$ cat src/rtl/fetcher_icache_if.sv
// Program-memory read bus between the fetcher (master) and program memory (slave).
interface fetcher_icache_if #(
   parameter int ADDR_BITS = 8,
   parameter int DATA_BITS = 16
) ();
   logic                 mem_read_valid;
   logic [ADDR_BITS-1:0] mem_read_address;
   logic                 mem_read_ready;
   logic [DATA_BITS-1:0] mem_read_data;

   modport master (
      output mem_read_valid,
      output mem_read_address,
      input  mem_read_ready,
      input  mem_read_data
   );

   modport slave (
      input  mem_read_valid,
      input  mem_read_address,
      output mem_read_ready,
      output mem_read_data
   );
endinterface

$ cat src/rtl/fetcher_icache.sv
// Instruction fetcher with a direct-mapped, one-instruction-per-line cache in front of program memory.
//
// state    | meaning
// IDLE     | waiting for core_state==FETCH, performs one cache lookup
// FETCHING | miss outstanding on the memory bus, waiting for mem_read_ready
// FETCHED  | instruction held until core_state==DECODE
module fetcher_icache #(
   parameter int PROGRAM_MEM_ADDR_BITS = 8,
   parameter int PROGRAM_MEM_DATA_BITS = 16,
   parameter int CACHE_LINES           = 16
) (
   input  logic                             clk,
   input  logic                             reset,
   input  logic [2:0]                       core_state,
   input  logic [PROGRAM_MEM_ADDR_BITS-1:0] current_pc,
   input  logic                             cache_flush,
   fetcher_icache_if.master                 mem,
   output logic [2:0]                       fetcher_state,
   output logic [PROGRAM_MEM_DATA_BITS-1:0] instruction,
   output logic [31:0]                      cache_hit_count,
   output logic [31:0]                      cache_miss_count,
   output logic [31:0]                      cache_total_requests,
   output logic [31:0]                      cache_memory_wait_cycles
);
   localparam int AW       = PROGRAM_MEM_ADDR_BITS;
   localparam int DW       = PROGRAM_MEM_DATA_BITS;
   localparam int IDX_BITS = $clog2(CACHE_LINES);
   localparam int TAG_BITS = AW - IDX_BITS;

   localparam logic [2:0] CORE_FETCH  = 3'b001;
   localparam logic [2:0] CORE_DECODE = 3'b010;

   typedef enum logic [2:0] {
      S_IDLE     = 3'b000,
      S_FETCHING = 3'b001,
      S_FETCHED  = 3'b010
   } state_e;

   state_e                 state_q, state_d;
   logic                   mem_valid_q, mem_valid_d;
   logic [AW-1:0]          mem_addr_q, mem_addr_d;
   logic [DW-1:0]          instr_q, instr_d;
   logic [31:0]            hit_q, hit_d;
   logic [31:0]            miss_q, miss_d;
   logic [31:0]            total_q, total_d;
   logic [31:0]            wait_q, wait_d;
   logic [CACHE_LINES-1:0] valid_q, valid_d;

   logic [TAG_BITS-1:0]    tag_q  [CACHE_LINES];
   logic [DW-1:0]          data_q [CACHE_LINES];

   logic [IDX_BITS-1:0]    lk_idx, fill_idx;
   logic [TAG_BITS-1:0]    lk_tag, fill_tag;
   logic                   lk_hit;
   logic                   fill_we;

   assign lk_idx   = current_pc[IDX_BITS-1:0];
   assign lk_tag   = current_pc[AW-1:IDX_BITS];
   assign lk_hit   = valid_q[lk_idx] && (tag_q[lk_idx] == lk_tag);
   // The fill targets the registered request address, not whatever PC the core shows now.
   assign fill_idx = mem_addr_q[IDX_BITS-1:0];
   assign fill_tag = mem_addr_q[AW-1:IDX_BITS];

   always_comb begin
      state_d     = state_q;
      mem_valid_d = mem_valid_q;
      mem_addr_d  = mem_addr_q;
      instr_d     = instr_q;
      hit_d       = hit_q;
      miss_d      = miss_q;
      total_d     = total_q;
      wait_d      = wait_q;
      fill_we     = 1'b0;

      case (state_q)
         S_IDLE: begin
            if (core_state == CORE_FETCH) begin
               total_d = total_q + 32'd1;
               if (lk_hit) begin
                  instr_d = data_q[lk_idx];
                  hit_d   = hit_q + 32'd1;
                  state_d = S_FETCHED;
               end else begin
                  miss_d      = miss_q + 32'd1;
                  mem_valid_d = 1'b1;
                  mem_addr_d  = current_pc;
                  state_d     = S_FETCHING;
               end
            end
         end
         S_FETCHING: begin
            wait_d = wait_q + 32'd1;
            if (mem.mem_read_ready) begin
               instr_d     = mem.mem_read_data;
               mem_valid_d = 1'b0;
               fill_we     = 1'b1;
               state_d     = S_FETCHED;
            end
         end
         S_FETCHED: begin
            if (core_state == CORE_DECODE) begin
               state_d = S_IDLE;
            end
         end
         default: begin
            state_d     = S_IDLE;
            mem_valid_d = 1'b0;
         end
      endcase

      valid_d = valid_q;
      if (fill_we) begin
         valid_d[fill_idx] = 1'b1;
      end
      // Flush wins over a coincident fill; lookups this cycle already used valid_q.
      if (cache_flush) begin
         valid_d = '0;
      end
   end

   always_ff @(posedge clk or negedge reset) begin
      if (!reset) begin
         state_q     <= S_IDLE;
         mem_valid_q <= 1'b0;
         mem_addr_q  <= '0;
         instr_q     <= '0;
         hit_q       <= '0;
         miss_q      <= '0;
         total_q     <= '0;
         wait_q      <= '0;
         valid_q     <= '0;
      end else begin
         state_q     <= state_d;
         mem_valid_q <= mem_valid_d;
         mem_addr_q  <= mem_addr_d;
         instr_q     <= instr_d;
         hit_q       <= hit_d;
         miss_q      <= miss_d;
         total_q     <= total_d;
         wait_q      <= wait_d;
         valid_q     <= valid_d;
      end
   end

   // Tag/data storage is qualified by valid_q, so it needs no reset.
   always_ff @(posedge clk) begin
      if (fill_we) begin
         tag_q[fill_idx]  <= fill_tag;
         data_q[fill_idx] <= mem.mem_read_data;
      end
   end

   assign mem.mem_read_valid       = mem_valid_q;
   assign mem.mem_read_address     = mem_addr_q;
   assign fetcher_state            = state_q;
   assign instruction              = instr_q;
   assign cache_hit_count          = hit_q;
   assign cache_miss_count         = miss_q;
   assign cache_total_requests     = total_q;
   assign cache_memory_wait_cycles = wait_q;
endmodule

$ cat src/flat_wrapper.sv
// flat-port wrapper written by rule: the top's interface ports become plain ports
module fetcher_icache_flat 
#(
   parameter int PROGRAM_MEM_ADDR_BITS = 8,
   parameter int PROGRAM_MEM_DATA_BITS = 16,
   parameter int CACHE_LINES           = 16
)
  (clk, reset, core_state, current_pc, cache_flush, fetcher_state, instruction, cache_hit_count, cache_miss_count, cache_total_requests, cache_memory_wait_cycles, mem_mem_read_valid, mem_mem_read_address, mem_mem_read_ready, mem_mem_read_data);
  fetcher_icache_if mem_i ();
  input  logic clk;
  input  logic reset;
  input  logic [2:0] core_state;
  input  logic [PROGRAM_MEM_ADDR_BITS-1:0] current_pc;
  input  logic cache_flush;
  output logic [2:0] fetcher_state;
  output logic [PROGRAM_MEM_DATA_BITS-1:0] instruction;
  output logic [31:0] cache_hit_count;
  output logic [31:0] cache_miss_count;
  output logic [31:0] cache_total_requests;
  output logic [31:0] cache_memory_wait_cycles;
  output wire logic [$bits(mem_i.mem_read_valid)-1:0] mem_mem_read_valid;
  output wire logic [$bits(mem_i.mem_read_address)-1:0] mem_mem_read_address;
  input wire logic [$bits(mem_i.mem_read_ready)-1:0] mem_mem_read_ready;
  input wire logic [$bits(mem_i.mem_read_data)-1:0] mem_mem_read_data;
  assign mem_mem_read_valid = mem_i.mem_read_valid;
  assign mem_mem_read_address = mem_i.mem_read_address;
  assign mem_i.mem_read_ready = mem_mem_read_ready;
  assign mem_i.mem_read_data = mem_mem_read_data;
  fetcher_icache #(.PROGRAM_MEM_ADDR_BITS(PROGRAM_MEM_ADDR_BITS), .PROGRAM_MEM_DATA_BITS(PROGRAM_MEM_DATA_BITS), .CACHE_LINES(CACHE_LINES)) u_core (.clk(clk), .reset(reset), .core_state(core_state), .current_pc(current_pc), .cache_flush(cache_flush), .mem(mem_i), .fetcher_state(fetcher_state), .instruction(instruction), .cache_hit_count(cache_hit_count), .cache_miss_count(cache_miss_count), .cache_total_requests(cache_total_requests), .cache_memory_wait_cycles(cache_memory_wait_cycles));
endmodule
$ cat config.mk
export PLATFORM = sky130hd
export DESIGN_NAME = fetcher_icache_flat
export DESIGN_NICKNAME = d
export VERILOG_FILES = /design/src/rtl/fetcher_icache_if.sv /design/src/rtl/fetcher_icache.sv /design/src/flat_wrapper.sv
export SDC_FILE = /design/constraint.sdc
export NUM_CORES = 1
export LEC_CHECK = 0
export ABC_AREA = 1
export BUFFER_PORTS_ARGS = -buffer_cell sky130_fd_sc_hd__buf_4
export CAP_MARGIN = 40
export CELL_PAD_IN_SITES_DETAIL_PLACEMENT = 1
export CELL_PAD_IN_SITES_GLOBAL_PLACEMENT = 1
export CORE_MARGIN = 3
export CORE_UTILIZATION = 43
export DETAILED_ROUTE_END_ITERATION = 8
export PLACE_DENSITY_LB_ADDON = 0.05
export SETUP_SLACK_MARGIN = 0.2
export SLEW_MARGIN = 5
export SYNTH_ARGS = -nofsm -noshare
export SYNTH_HDL_FRONTEND = slang
export SYNTH_SLANG_ARGS = --single-unit
$ cat constraint.sdc
create_clock -name clk -period 2.25 [get_ports clk]
set_input_delay 0.225 -clock clk [delete_from_list [all_inputs] [get_ports clk]]
set_output_delay 0.225 -clock clk [all_outputs]
set_load 0.02 [all_outputs]
**Word-level counts from Yosys, hierarchy flattened**

Memory sizes are Yosys's and may differ from the RTL's.
Cells that the tools add are included.

- $add $sub $neg: 4
- Order comparisons: 3
- Equality and inequality tests: 10
- Mux-type cells: 23
- Bitwise gates (word level): 3
- Reductions and logical operators: 11

Operator list:

| cell | number |
|---|---|
| $add 32x1->32 const B | 4 |
| $mux 16 | 5 |
| $pmux 16 s2 | 1 |
| $or 16x16->16 | 1 |
| $lt 4x5->1 const B | 2 |
| $mux 1 | 9 |
| $mux 3 | 3 |
| $pmux 3 s3 | 1 |
| $reduce_and 3->1 | 3 |
| $reduce_and 4->1 | 2 |
| $eq 3x1->1 const B | 2 |
| $eq 3x2->1 const B | 2 |
| $ne 2x1->1 const B | 3 |
| $bmux 1 s4 | 1 |
| $demux 1 s4 | 1 |
| $eq 4x4->1 | 1 |
| $ge 4x1->1 const B | 1 |
| $ne 2x2->1 const B | 2 |
| $reduce_bool 2->1 | 2 |
| $logic_not 3->1 | 1 |
| $pmux 1 s3 | 1 |
| $logic_and 1x1->1 | 2 |
| $mux 2 | 1 |
| $not 1->1 | 2 |
| $reduce_and 2->1 | 1 |

- Flip-flop bits (word level): 172
- RAM bits: 320
- Memories: 2

Memory list:

| memory | words | width | read ports | clocked after Yosys merged registers in | wr ports | RTL line | text |
|---|---|---|---|---|---|---|---|
| u_core.data_q | 16 | 16 | 1 | 0 | 1 | fetcher_icache.sv:50 | `logic [DW-1:0] data_q [CACHE_LINES];` |
| u_core.tag_q | 16 | 4 | 1 | 0 | 1 | fetcher_icache.sv:49 | `logic [TAG_BITS-1:0] tag_q [CACHE_LINES];` |

**Depth between registers and ports, before layout**

Gate-level depths: netlist (run 1).

- Depth in word-level cells: 7
- Depth in mapped cells: 17
- Depth with buffers taken out: 15

**Worst setup path before layout (run 1)**

No wires, ideal clock.

- Kind: flip-flop to flip-flop
- From: reg u_core.state_q[0] (netlist: u_core.fetcher_state[0])
- To: mem u_core.data_q[12][0] (netlist bit), enable pin
- Arrival time: 2.094 ns
- Required time: 1.852 ns
- Setup slack: -0.242 ns
- Cell stages (with the launch flop): 9
- Period minus slack after synthesis: 2.492 ns
- Path through: dfrtp_1 -> inv_2 -> nor2_2 -> inv_2 -> nor2_1 -> inv_1 -> nor3_1 -> inv_1 -> nor2_1

- Longest elaborated chain between the ends: 4

Ends and longest elaborated chain:

| item | RTL line | text |
|---|---|---|
| start: declaration | fetcher_icache.sv:39 | `state_e state_q, state_d;` |
| start signal: assignment | fetcher_icache.sv:133 | `state_q <= state_d;` |
| $eq 3x1->1 | fetcher_icache.sv:75 | `case (state_q)` |
| $mux 1 | fetcher_icache.sv:75 |  |
| $mux 1 | fetcher_icache.sv:147 | `if (fill_we) begin` |
| $mux 1 (implied by the code) | fetcher_icache.sv:149 | `data_q[fill_idx] <= mem.mem_read_data;` |
| end: declaration | fetcher_icache.sv:50 |  |

No other way between the ends.

**Worst setup path in the final report (run 1)**

- From: mem u_core.tag_q[6][0] (netlist bit)
- To: reg u_core.instr_q[5] (netlist: u_core.instruction[5])

- Longest elaborated chain between the ends: 5

Ends and longest elaborated chain:

| item | RTL line | text |
|---|---|---|
| start: declaration | fetcher_icache.sv:49 |  |
| $mem_v2 16x4 | n/a |  |
| $eq 4x4->1 | fetcher_icache.sv:59 | `assign lk_hit = valid_q[lk_idx] && (tag_q[lk_idx] == lk_tag);` |
| $logic_and 1x1->1 | fetcher_icache.sv:59 |  |
| $ne 2x1->1 (no line) | n/a |  |
| $reduce_and 4->1 (no line) | n/a |  |
| end signal: assignment | fetcher_icache.sv:136 | `instr_q <= instr_d;` |
| end: declaration | fetcher_icache.sv:42 | `logic [DW-1:0] instr_q, instr_d;` |

No other way between the ends.
A chain may end at the register's enable or synchronous reset.

==> flow_metrics.tcl, run 1 <==
set metrics [dict create \
    outcome "finished clean" \
    num_vias 17200 \
    final_antenna_net_count 0 \
    initial_core_util 0.437 \
    area_delta_synth_final_pct 25.3 \
    drt-initial-drc-count 1266 \
    cts.clk_slew.worst_paths_ns 0.06 \
    cp-end-kind "flop" \
    avgSynthCellArea_sq_um 10.3 \
    top_usage_layer "met2" \
    required_ns 2.75 \
    worst_slew_pin_slew_ns 0.734 \
    min_from "core_state[0]" \
    power_per_cell_area_mw_per_mm2 849 \
    fin_util 0.547 \
    grt_pass1_wl_microns 106000 \
    drive_gt1_frac 0.197 \
    report.final.slew_viol_count 0 \
    drt_wl_total_microns 68900 \
    r2r-start "u_core.tag_q[6][0]" \
    dp_hpwl_microns 44300 \
    cts.sinks 491 \
    die_w_microns 232 \
    final_common_cell "nand2_1" \
    min_path_type "in -> reg" \
    netlist_area_sq_mm 0.0220 \
    multiInputGateArea_sq_mm 0.00746 \
    core-area_sq_mm 0.0503 \
    use_met2 0.427 \
    place_area_sq_mm 0.0249 \
    dieArea_sq_mm 0.0538 \
    cts_root_buffer "clkbuf_16" \
    portBuffers 185 \
    synth_cells 2131 \
    ioPinCount 187 \
    fin_nets 2443 \
    power.leakage_nw 11.4 \
    ff_latch_area_sq_mm 0.0139 \
    mostFrequentLayoutCells "nand2_1, edfxtp_1, nor2_1" \
    final_hold_viol_count 0 \
    routedWlPerCell_microns 22.1 \
    synth_edf_count 320 \
    fin_crit_ns 1.99 \
    fin_area_sq_mm 0.0275 \
    cts_made_buffers 55 \
    period_share 0.886 \
    gp_congestion 0.861 \
    cp_max_fo 9 \
    synth_ff_type "edfxtp_1" \
    cp-start-kind "flop" \
    setup.worst_path.start "u_core.tag_q[6][0]" \
    diodes 0 \
    cts_tree "yes" \
    synth_nets 2166 \
    antenna_found_initial 0 \
    finalClockSkew_ns 0.0231 \
    clk-insertion-delay-late_ns 0.62 \
    peakVddDrop_mv 0.782 \
    yosysUniqueCellTypes 41 \
    yosysSeqAreaShare 0.632 \
    fill_cells 5394 \
    use_met3 0.0323 \
    yosysWarnings 0 \
    maxCapViolCount 0 \
    rsz0062_at_grt "yes" \
    max_slew_margin 0.511 \
    grt_max_degree 89 \
    fmaxAchievable_mhz 501 \
    grt_pass1_vias 18100 \
    vias_per_cell 5.49 \
    crit_type "reg -> reg" \
    grt_use_met1 0.349 \
    std_cell_rows 82 \
    synthArstFlopShare 0.348 \
    ctsHtreeMaxLevel 2 \
    dr.pass1.iters 5 \
    die_y_microns 232 \
    cts_max_path_buffers 3 \
    ys_ff_latch 491 \
    drc 0 \
    setup_violations 0 \
    arrival_ns 2.49 \
    grt.total_usage 0.253 \
    overflow 0 \
]
## sequential cells by signal (all words and copies together), names as in the netlist, 2 cells and up
| name | cells |
|---|---|
| u_core.cache_miss_count | 32 |
| u_core.fetcher_state | 2 |
| u_core.cache_total_requests | 32 |
| u_core.tag_q | 64 |
| u_core.valid_q | 16 |
| u_core.instruction | 16 |
| u_core.cache_memory_wait_cycles | 32 |
| u_core.cache_hit_count | 32 |
| u_core.data_q | 256 |
| u_core.mem.mem_read_address | 8 |
## final cells by class
cell class | count | area share
Sequential cell | 491 | 0.505
Multi-Input combinational cell | 1404 | 0.271
Timing Repair Buffer | 317 | 0.108
Clock buffer | 73 | 0.0539
Tap cell | 672 | 0.0306
Inverter | 139 | 0.0194
Clock inverter | 29 | 0.0119
## cells in the mapped netlist (12+ instances only)
cell      number  area, sq um
buf_4         16          120
buf_2         21          105
clkbuf_1      44          165
dfrtp_1      171         4280
o21ai_0      139          696
nand4_1       57          357
nor4_1        24          150
nor2_1       301         1130
o211ai_1      40          300
o21ai_1       13         65.1
nor3_1        42          210
edfxtp_1     320         9610
xor2_1        76          666
o221ai_1      27          236
nand2_4       12          135
nand3_1      123          616
inv_1        132          495
nand2_1      455         1710
xnor2_1       44          385
## critical path, stage by stage, from the launching register on
cell and delay, ns:
edfxtp_1 0.37, inv_2 0.07, nand2_1 0.08, nand3_1 0.08, nand3_1 0.12, nand3_2 0.12, nand2_1 0.09, nand2_2 0.08
nand2_2 0.07, nor2_4 0.14, nand3_4 0.16, nand2_8 0.18, nand2_8 0.12, nand2_1 0.12, nand2_1 0.06
## per-layer routing
metal | vias to the layer above | share of wire | wire length (microns)
met3 | 89 | 0.041 | 2810
met5 | - | 0 | 0
met2 | 356 | 0.50 | 34200
li1 | 7842 | - | -
met1 | 8883 | 0.44 | 30600
met4 | 0 | 0.020 | 1370
## power by group
| group | switching (mW) | internal [mW] | leakage (nW) |
|---|---|---|---|
| Clock | 3.73 | 5.33 | 0.886 |
| Combinational | 2.20 | 1.20 | 5.28 |
| Sequential | 0.681 | 10.2 | 5.19 |
## path summary, 6_finish.rpt
check,endpoint,slack (ns),depth (start not counted)
max,u_core.instruction[5],0.26,14
min,u_core.cache_total_requests[0],0.09,5
max reg2reg,u_core.instruction[5],0.26,14
min reg2reg,u_core.cache_total_requests[31],0.47,1
max in group asynchronous,u_core.cache_miss_count[1],1.30,3
min in group asynchronous,u_core.cache_memory_wait_cycles[8],0.24,2
## stage by stage
stage / power, mW / std cells / hold slack (ns) / setup WS (ns) / setup TNS (ns)
after floorplan: 12.5 / 2131 / -0.0706 / -0.117 / -27.82
after global placement: 14.1 / 2983 / 0.294 / 0.0578 / 0
after detailed placement: 14.2 / 2983 / 0.305 / -0.0253 / -0.0305
after CTS: 23.4 / 3112 / 0.0900 / 0.171 / 0
after global routing: 24.3 / 3125 / 0.122 / 0.164 / 0
final: 23.4 / 3125 / 0.0947 / 0.255 / 0
## repair_timing
item                       in CTS  in global routing
buffers inserted                1                  9
cloned                          0                  4
setup endpoints to repair      54                425
resized for setup              16                 75
pin swaps                       1                 17
hold buffers                   26                  0
hold endpoints to repair      343                  0
## cell families after synthesis
logic type,Yosys count,synth area share
and+or+nand+nor,1032,0.203
DFF,491,0.632
AOI/OAI and AO/OA,246,0.0668
buffers and inverters,237,0.0475
xor gates and xnor gates,120,0.0479
adders and majority gates,4,0.00228
other,1,0.000171
(Power assumes the default switching activity.)
==> run 2, diff against run 1 <==
--- a/config.mk
+++ b/config.mk
@@ -11,7 +11,8 @@
 export CELL_PAD_IN_SITES_DETAIL_PLACEMENT = 1
 export CELL_PAD_IN_SITES_GLOBAL_PLACEMENT = 1
 export CORE_MARGIN = 3
-export CORE_UTILIZATION = 43
+export CORE_UTILIZATION = 44
+export CTS_BUF_LIST = sky130_fd_sc_hd__clkbuf_4 sky130_fd_sc_hd__clkbuf_8
 export DETAILED_ROUTE_END_ITERATION = 8
 export PLACE_DENSITY_LB_ADDON = 0.05
 export SETUP_SLACK_MARGIN = 0.2
==> flow_metrics.tcl, run 2 (same netlist as run 1, synthesis figures left out) <==
set metrics [dict create \
    final_antenna_net_count 0 \
    gp_congestion 0.849 \
    largest_register "u_core.data_q" \
    cts_max_path_buffers 3 \
    min_path_type "in -> reg" \
    rsz0062_at_grt "yes" \
    cts_made_buffers 85 \
    fin_nets 2470 \
    arrival_ns 2.32 \
    fill_cells 5365 \
    maxCapViolCount 0 \
    worst_slew_pin_slew_ns 0.632 \
    power_per_cell_area_mw_per_mm2 834 \
    finalClockSkew_ns 0.0283 \
    ctsHtreeMaxLevel 3 \
    crit_type "reg -> reg" \
    drt_wl_total_microns 66300 \
    power.leakage_nw 11.4 \
    clk-insertion-delay-late_ns 0.66 \
    cp-end-kind "flop" \
    final_common_cell "nand2_1" \
    grt_pass1_vias 18000 \
    slowest_stage "dfrtp_1" \
    drc 0 \
    fmaxAchievable_mhz 507 \
    antenna_found_initial 1 \
    portBuffers 185 \
    critPathMaxStageDelay_ns 0.42 \
    vias_per_cell 5.35 \
    peakVddDrop_mv 0.571 \
    outcome "finished clean" \
    dieArea_sq_mm 0.0526 \
    hold_slack_ns 0.0640 \
    cts_root_buffer "clkbuf_8" \
    overflow 0 \
    std_cell_rows 81 \
    critical_path.cell_chain "nor2_4 -> inv_4 -> nor2_2 -> buf_4 -> nand3_2 -> nor2_4 -> buf_4" \
    initial_core_util 0.447 \
    period_share 0.877 \
    dp_hpwl_microns 42700 \
    ioPinCount 187 \
    top_regs "u_core.data_q x256, u_core.tag_q x64" \
    drt-initial-drc-count 1078 \
    largest_reg_flops 256 \
    power_mw 22.7 \
    die_w_microns 229 \
    fin_ws_ns 0.278 \
    grt_max_degree 55 \
    worst-path-buf-inv 3 \
    cp_max_fo 9 \
    die_y_microns 229 \
    grt.total_usage 0.251 \
    dr.pass1.iters 5 \
    mostFrequentLayoutCells "nand2_1, edfxtp_1, nor2_1" \
    fin_crit_ns 1.97 \
    r2r_slack_ns 0.28 \
    final_hold_viol_count 0 \
    routedWlPerCell_microns 20.9 \
    critPathTopFamily "simple AND/OR/NAND/NOR gates" \
    cts_tree "yes" \
    dp_slack_ns 0.00234 \
    cp-start-kind "flop" \
    core-area_sq_mm 0.0492 \
    num_vias 17000 \
    cts.clk_slew.worst_paths_ns 0.06 \
    cts.sinks 491 \
    setup_violations 0 \
    drive_gt1_frac 0.215 \
    area_delta_synth_final_pct 24.2 \
    report.final.slew_viol_count 0 \
    max_slew_margin 0.579 \
    grt_pass1_wl_microns 103000 \
    required_ns 2.59 \
]
[run 2: changes by cell type in the layout (fill, tap and decap cells not counted), sizes merged]
cell         before  now
clkbuf           77  144
clkinv           21   11
bufinv            6    0
inv             140  142
buf             287  288
clkinvlp          1    2
diode             0    1
dlygate4sd3      26   25
nand2           470  469
[run 2: where the power goes]
group / total (mW) / internal, mW / switching, mW
Sequential: 10.8 / 10.2 / 0.587
Combinational: 3.30 / 1.17 / 2.13
Clock: 8.64 / 4.90 / 3.74
[run 2: final cells by class]
cell class                      instances  area, sq um  share of cell area
Sequential cell                       491        13900               0.509
Multi-Input combinational cell       1403         7340               0.269
Timing Repair Buffer                  315         2830               0.104
Clock buffer                          142         1740              0.0639
Tap cell                              664          831              0.0305
Inverter                              139          534              0.0196
Clock inverter                         16          103             0.00376
Antenna cell                            1         2.50           0.0000917
[run 2: final timing paths]
check | start | endpoint | depth (start not counted)
setup / recovery | u_core.fetcher_state[1] | u_core.tag_q[7][1] | 7
hold / removal | core_state[1] | u_core.cache_total_requests[7] | 6
setup reg to reg | u_core.fetcher_state[1] | u_core.tag_q[7][1] | 7
hold reg to reg | u_core.cache_memory_wait_cycles[31] | u_core.cache_memory_wait_cycles[31] | 1
max in group asynchronous | reset | u_core.cache_miss_count[1] | 3
min in group asynchronous | reset | u_core.cache_memory_wait_cycles[4] | 2
[run 2: worst register-to-register path, cell delays in order, from the launching register on]
cell and delay, ns:
dfrtp_1 0.42, nor2_4 0.16, inv_4 0.10, nor2_2 0.15
buf_4 0.16, nand3_2 0.20, nor2_4 0.22, buf_4 0.24
[run 2: repair_timing]
action                                  in CTS  in global routing
resized for setup                           16                 52
setup buffers                                2                  9
cloned                                       0                  1
endpoints found under the setup margin     317                241
hold endpoints to repair                   452                  0
hold buffers                                25                  0
pin swaps                                    3                  5
[run 2: through the flow]
stage | instance area, sq um | std cells | TNS [ns] | util
after CTS | 27000 | 3160 | 0 | 0.549
after global placement | 24800 | 2975 | 0 | 0.505
after floorplan | 22000 | 2131 | -27.82 | -
after detailed placement | 24800 | 2975 | 0 | 0.505
after global routing | 27300 | 3171 | 0 | 0.555
final | 27300 | 3171 | 0 | 0.555
[run 2: per-layer routing]
metal  track usage  vias to the layer above  wire length, microns
met2         0.423                      370                 32500
met5             0                        -                     0
met4        0.0661                        0                  1510
met3        0.0458                      115                  3050
li1              -                     7894                     -
met1         0.336                     8582                 29200
==> run 3, diff against run 2 <==
--- a/config.mk
+++ b/config.mk
@@ -5,13 +5,13 @@
 export SDC_FILE = /design/constraint.sdc
 export NUM_CORES = 1
 export LEC_CHECK = 0
-export ABC_AREA = 1
+export ABC_AREA = 0
 export BUFFER_PORTS_ARGS = -buffer_cell sky130_fd_sc_hd__buf_4
 export CAP_MARGIN = 40
 export CELL_PAD_IN_SITES_DETAIL_PLACEMENT = 1
 export CELL_PAD_IN_SITES_GLOBAL_PLACEMENT = 1
 export CORE_MARGIN = 3
-export CORE_UTILIZATION = 44
+export CORE_UTILIZATION = 47
 export CTS_BUF_LIST = sky130_fd_sc_hd__clkbuf_4 sky130_fd_sc_hd__clkbuf_8
 export DETAILED_ROUTE_END_ITERATION = 8
 export PLACE_DENSITY_LB_ADDON = 0.05
==> flow_metrics.tcl, run 3 <==
set metrics [dict create \
    outcome "complete, but fails checks" \
    violations "setup timing" \
    drt-initial-drc-count 1162 \
    setup_violations 254 \
    max_slew_margin 0.454 \
    p_clk_frac 0.363 \
    fin_nets 1662 \
    portBuffers 185 \
    cts_made_buffers 82 \
    std_cell_rows 74 \
    yosysTopAreaCell "edfxtp_1" \
    cp-end-kind "flop" \
    cp_max_fo 17 \
    required_ns 2.79 \
    mostFrequentLayoutCells "edfxtp_1, buf_4, dfrtp_1" \
    dr.pass1.iters 5 \
    final_common_cell "edfxtp_1" \
    cts.clk_slew.worst_paths_ns 0.06 \
    num_vias 12600 \
    synth_top_area_frac 0.484 \
    critPathMaxStageDelay_ns 0.47 \
    finalNonFillerCells 2226 \
    swShare 0.276 \
    largest_register "u_core.data_q" \
    min_path_type "in -> reg" \
    antenna_found_initial 0 \
    initial_core_util 0.481 \
    drive_gt1_frac 0.457 \
    cts_max_path_buffers 3 \
    synth_nets 1221 \
    min_from "core_state[0]" \
    placed_cells 1981 \
    fmaxAchievable_mhz 372 \
    worst-path-buf-inv 2 \
    synth_edf_count 320 \
    drc 0 \
    grt_pass1_vias 13300 \
    die_w_microns 212 \
    worst_slew_pin_slew_ns 0.817 \
    p_int_mw 16.2 \
    grt_pass1_wl_microns 84300 \
    core-area_sq_mm 0.0413 \
    gp_congestion 0.772 \
    cpMostUsedCell "buf_12" \
    cts_tree "yes" \
    r2r_cells 10 \
    peakVddDrop_mv 0.636 \
    routedWlPerCell_microns 26.1 \
    final_antenna_net_count 0 \
    synthArstFlopShare 0.348 \
    diodes 0 \
    fin_ws_ns -0.440 \
    grt_max_degree 60 \
    power.leakage_nw 10.8 \
    final_hold_viol_count 0 \
    yosysWarnings 0 \
    report.final.slew_viol_count 0 \
    synth_cells 1186 \
    vias_per_cell 5.66 \
    whs_path_depth 3 \
    r2r_slack_ns -0.44 \
    overflow 0 \
    arrival_ns 3.23 \
    crit_type "reg -> reg" \
    rsz0062_at_grt "yes" \
    slowest_stage "mux4_2" \
    critPathTopFamily "multiplexers" \
    seqPwrFrac 0.488 \
    yosysSeqAreaShare 0.699 \
    top_regs "u_core.data_q x256, u_core.tag_q x64" \
    cts.sinks 491 \
    netlist_area_sq_mm 0.0199 \
    die_y_microns 212 \
    worstSetupPathDepth 10 \
    largest_reg_flops 256 \
    drt_wl_total_microns 58000 \
    ys_ff_latch 491 \
    cp-start-kind "flop" \
    maxCapViolCount 0 \
    synth_most_common_cell "edfxtp_1" \
    synth_ff_type "edfxtp_1" \
    synth.area.top_cells "edfxtp_1, dfrtp_1, mux4_2" \
    dp_slack_ns -0.647 \
    avgSynthCellArea_sq_um 16.7 \
    area_delta_synth_final_pct 36.0 \
    yosysUniqueCellTypes 50 \
    power_per_cell_area_mw_per_mm2 828 \
    worst_hold_path.endpoint "u_core.fetcher_state[1]" \
    period_share 1.20 \
    yosys-top-cells-count "edfxtp_1, dfrtp_1, mux4_2, xnor2_1, nand2_1" \
    p_sw_mw 6.17 \
    pwr-share-comb 0.149 \
    ctsHtreeMaxLevel 3 \
    dieArea_sq_mm 0.0448 \
    clk-insertion-delay-late_ns 0.67 \
    critical_path.cell_chain "mux4_2 -> mux2_4 -> or2_1 -> a21oi_2 -> o21ai_4 -> or3_4 -> buf_12 -> buf_12 -> o22ai_2 -> a21oi_1" \
    cts_root_buffer "clkbuf_8" \
    grt.total_usage 0.251 \
    fin_crit_ns 2.69 \
    r2r-start "u_core.tag_q[13][2]" \
    ioPinCount 187 \
    finalClockSkew_ns 0.0360 \
    dp_hpwl_microns 34700 \
    r2r-end "u_core.instruction[8]" \
]
run 3: cell types whose count changed after synthesis, moves of 85 or more:
cell,delta
nand2_1,-392
nand3_1,-85
mux4_2,+92
inv_1,-123
nor2_1,-239
o21ai_0,-136
run 3: layout make-up:
cell class,count,area (sq um)
inverter,9,33.8
sequential,491,13900
fill,3668,14300
timing repair buffer,410,4040
tap,532,666
clock inverter,25,195
clock buffer,126,1510
multi-input combinational,633,6680
run 3: how the worst max path moves through the flow:
stage	start	to
6_report	u_core.tag_q[13][2]	u_core.instruction[8]
3_3_place_gp	current_pc[0]	u_core.instruction[3]
3_5_place_dp	current_pc[0]	u_core.instruction[8]
5_1_grt	u_core.tag_q[13][2]	u_core.cache_hit_count[27]
2_1_floorplan	current_pc[0]	u_core.mem.mem_read_address[1]
4_1_cts	u_core.tag_q[15][2]	u_core.cache_hit_count[27]
run 3: per-layer routing:
layer  share of wire  vias up  GRT usage  wire, microns
li1                -     5475          -              -
met1            0.42     6629      0.347          24200
met2            0.51      405      0.421          29400
met3           0.053       89     0.0437           3060
met4           0.023        0     0.0633           1310
met5               0        -          0              0
run 3: power by group through the flow:
stage                     clock network [mW]  registers (mW)  logic (mW)
after floorplan                            0            11.3        1.01
after global placement                     0            11.0        2.77
after detailed placement                   0            11.1        2.86
after CTS                               8.31            10.9        3.14
after global routing                    8.78            11.0        3.54
final                                   8.13            10.9        3.33
run 3: tightest hold or removal path, stage by stage:
cell	delay, ns
buf_4	0.08
nor3b_1	0.07
o311ai_0	0.30
run 3: logic make-up (layout without fill, tap and decap cells):
logic type / count (synthesis) / after routing / synth area share
flip-flops: 491 / 491 / 0.699
AND/OR/NAND/NOR: 318 / 319 / 0.0844
XOR/XNOR: 127 / 127 / 0.0560
multiplexers: 121 / 121 / 0.124
buffers and inverters: 63 / 570 / 0.0157
AO/OA/AOI/OAI: 61 / 61 / 0.0176
adder cells (fa/ha/maj): 4 / 4 / 0.00252
other: 1 / 1 / 0.000189
run 3: repair_timing:
| item | CTS | global route |
|---|---|---|
| pin swaps | 28 | 51 |
| setup buffers | 24 | 33 |
| cloned | 3 | 9 |
| hold buffers | 25 | 0 |
| gates resized for setup | 111 | 104 |
| hold endpoints to repair | 427 | 0 |
| setup endpoints to repair | 216 | 390 |
run 3: metrics by stage:
stage | setup TNS (ns) | area (sq um) | power (mW) | hold slack [ns] | utilization
2_1_floorplan | -9.00 | 20200 | 12.3 | -0.0706 | -
3_3_place_gp | -43.47 | 23200 | 13.8 | 0.248 | 0.562
3_5_place_dp | -47.05 | 23300 | 13.9 | 0.244 | 0.563
4_1_cts | -26.33 | 26100 | 22.4 | 0.0643 | 0.632
5_1_grt | -58.10 | 27000 | 23.3 | 0.124 | 0.654
6_report | -36.90 | 27000 | 22.4 | 0.0862 | 0.654
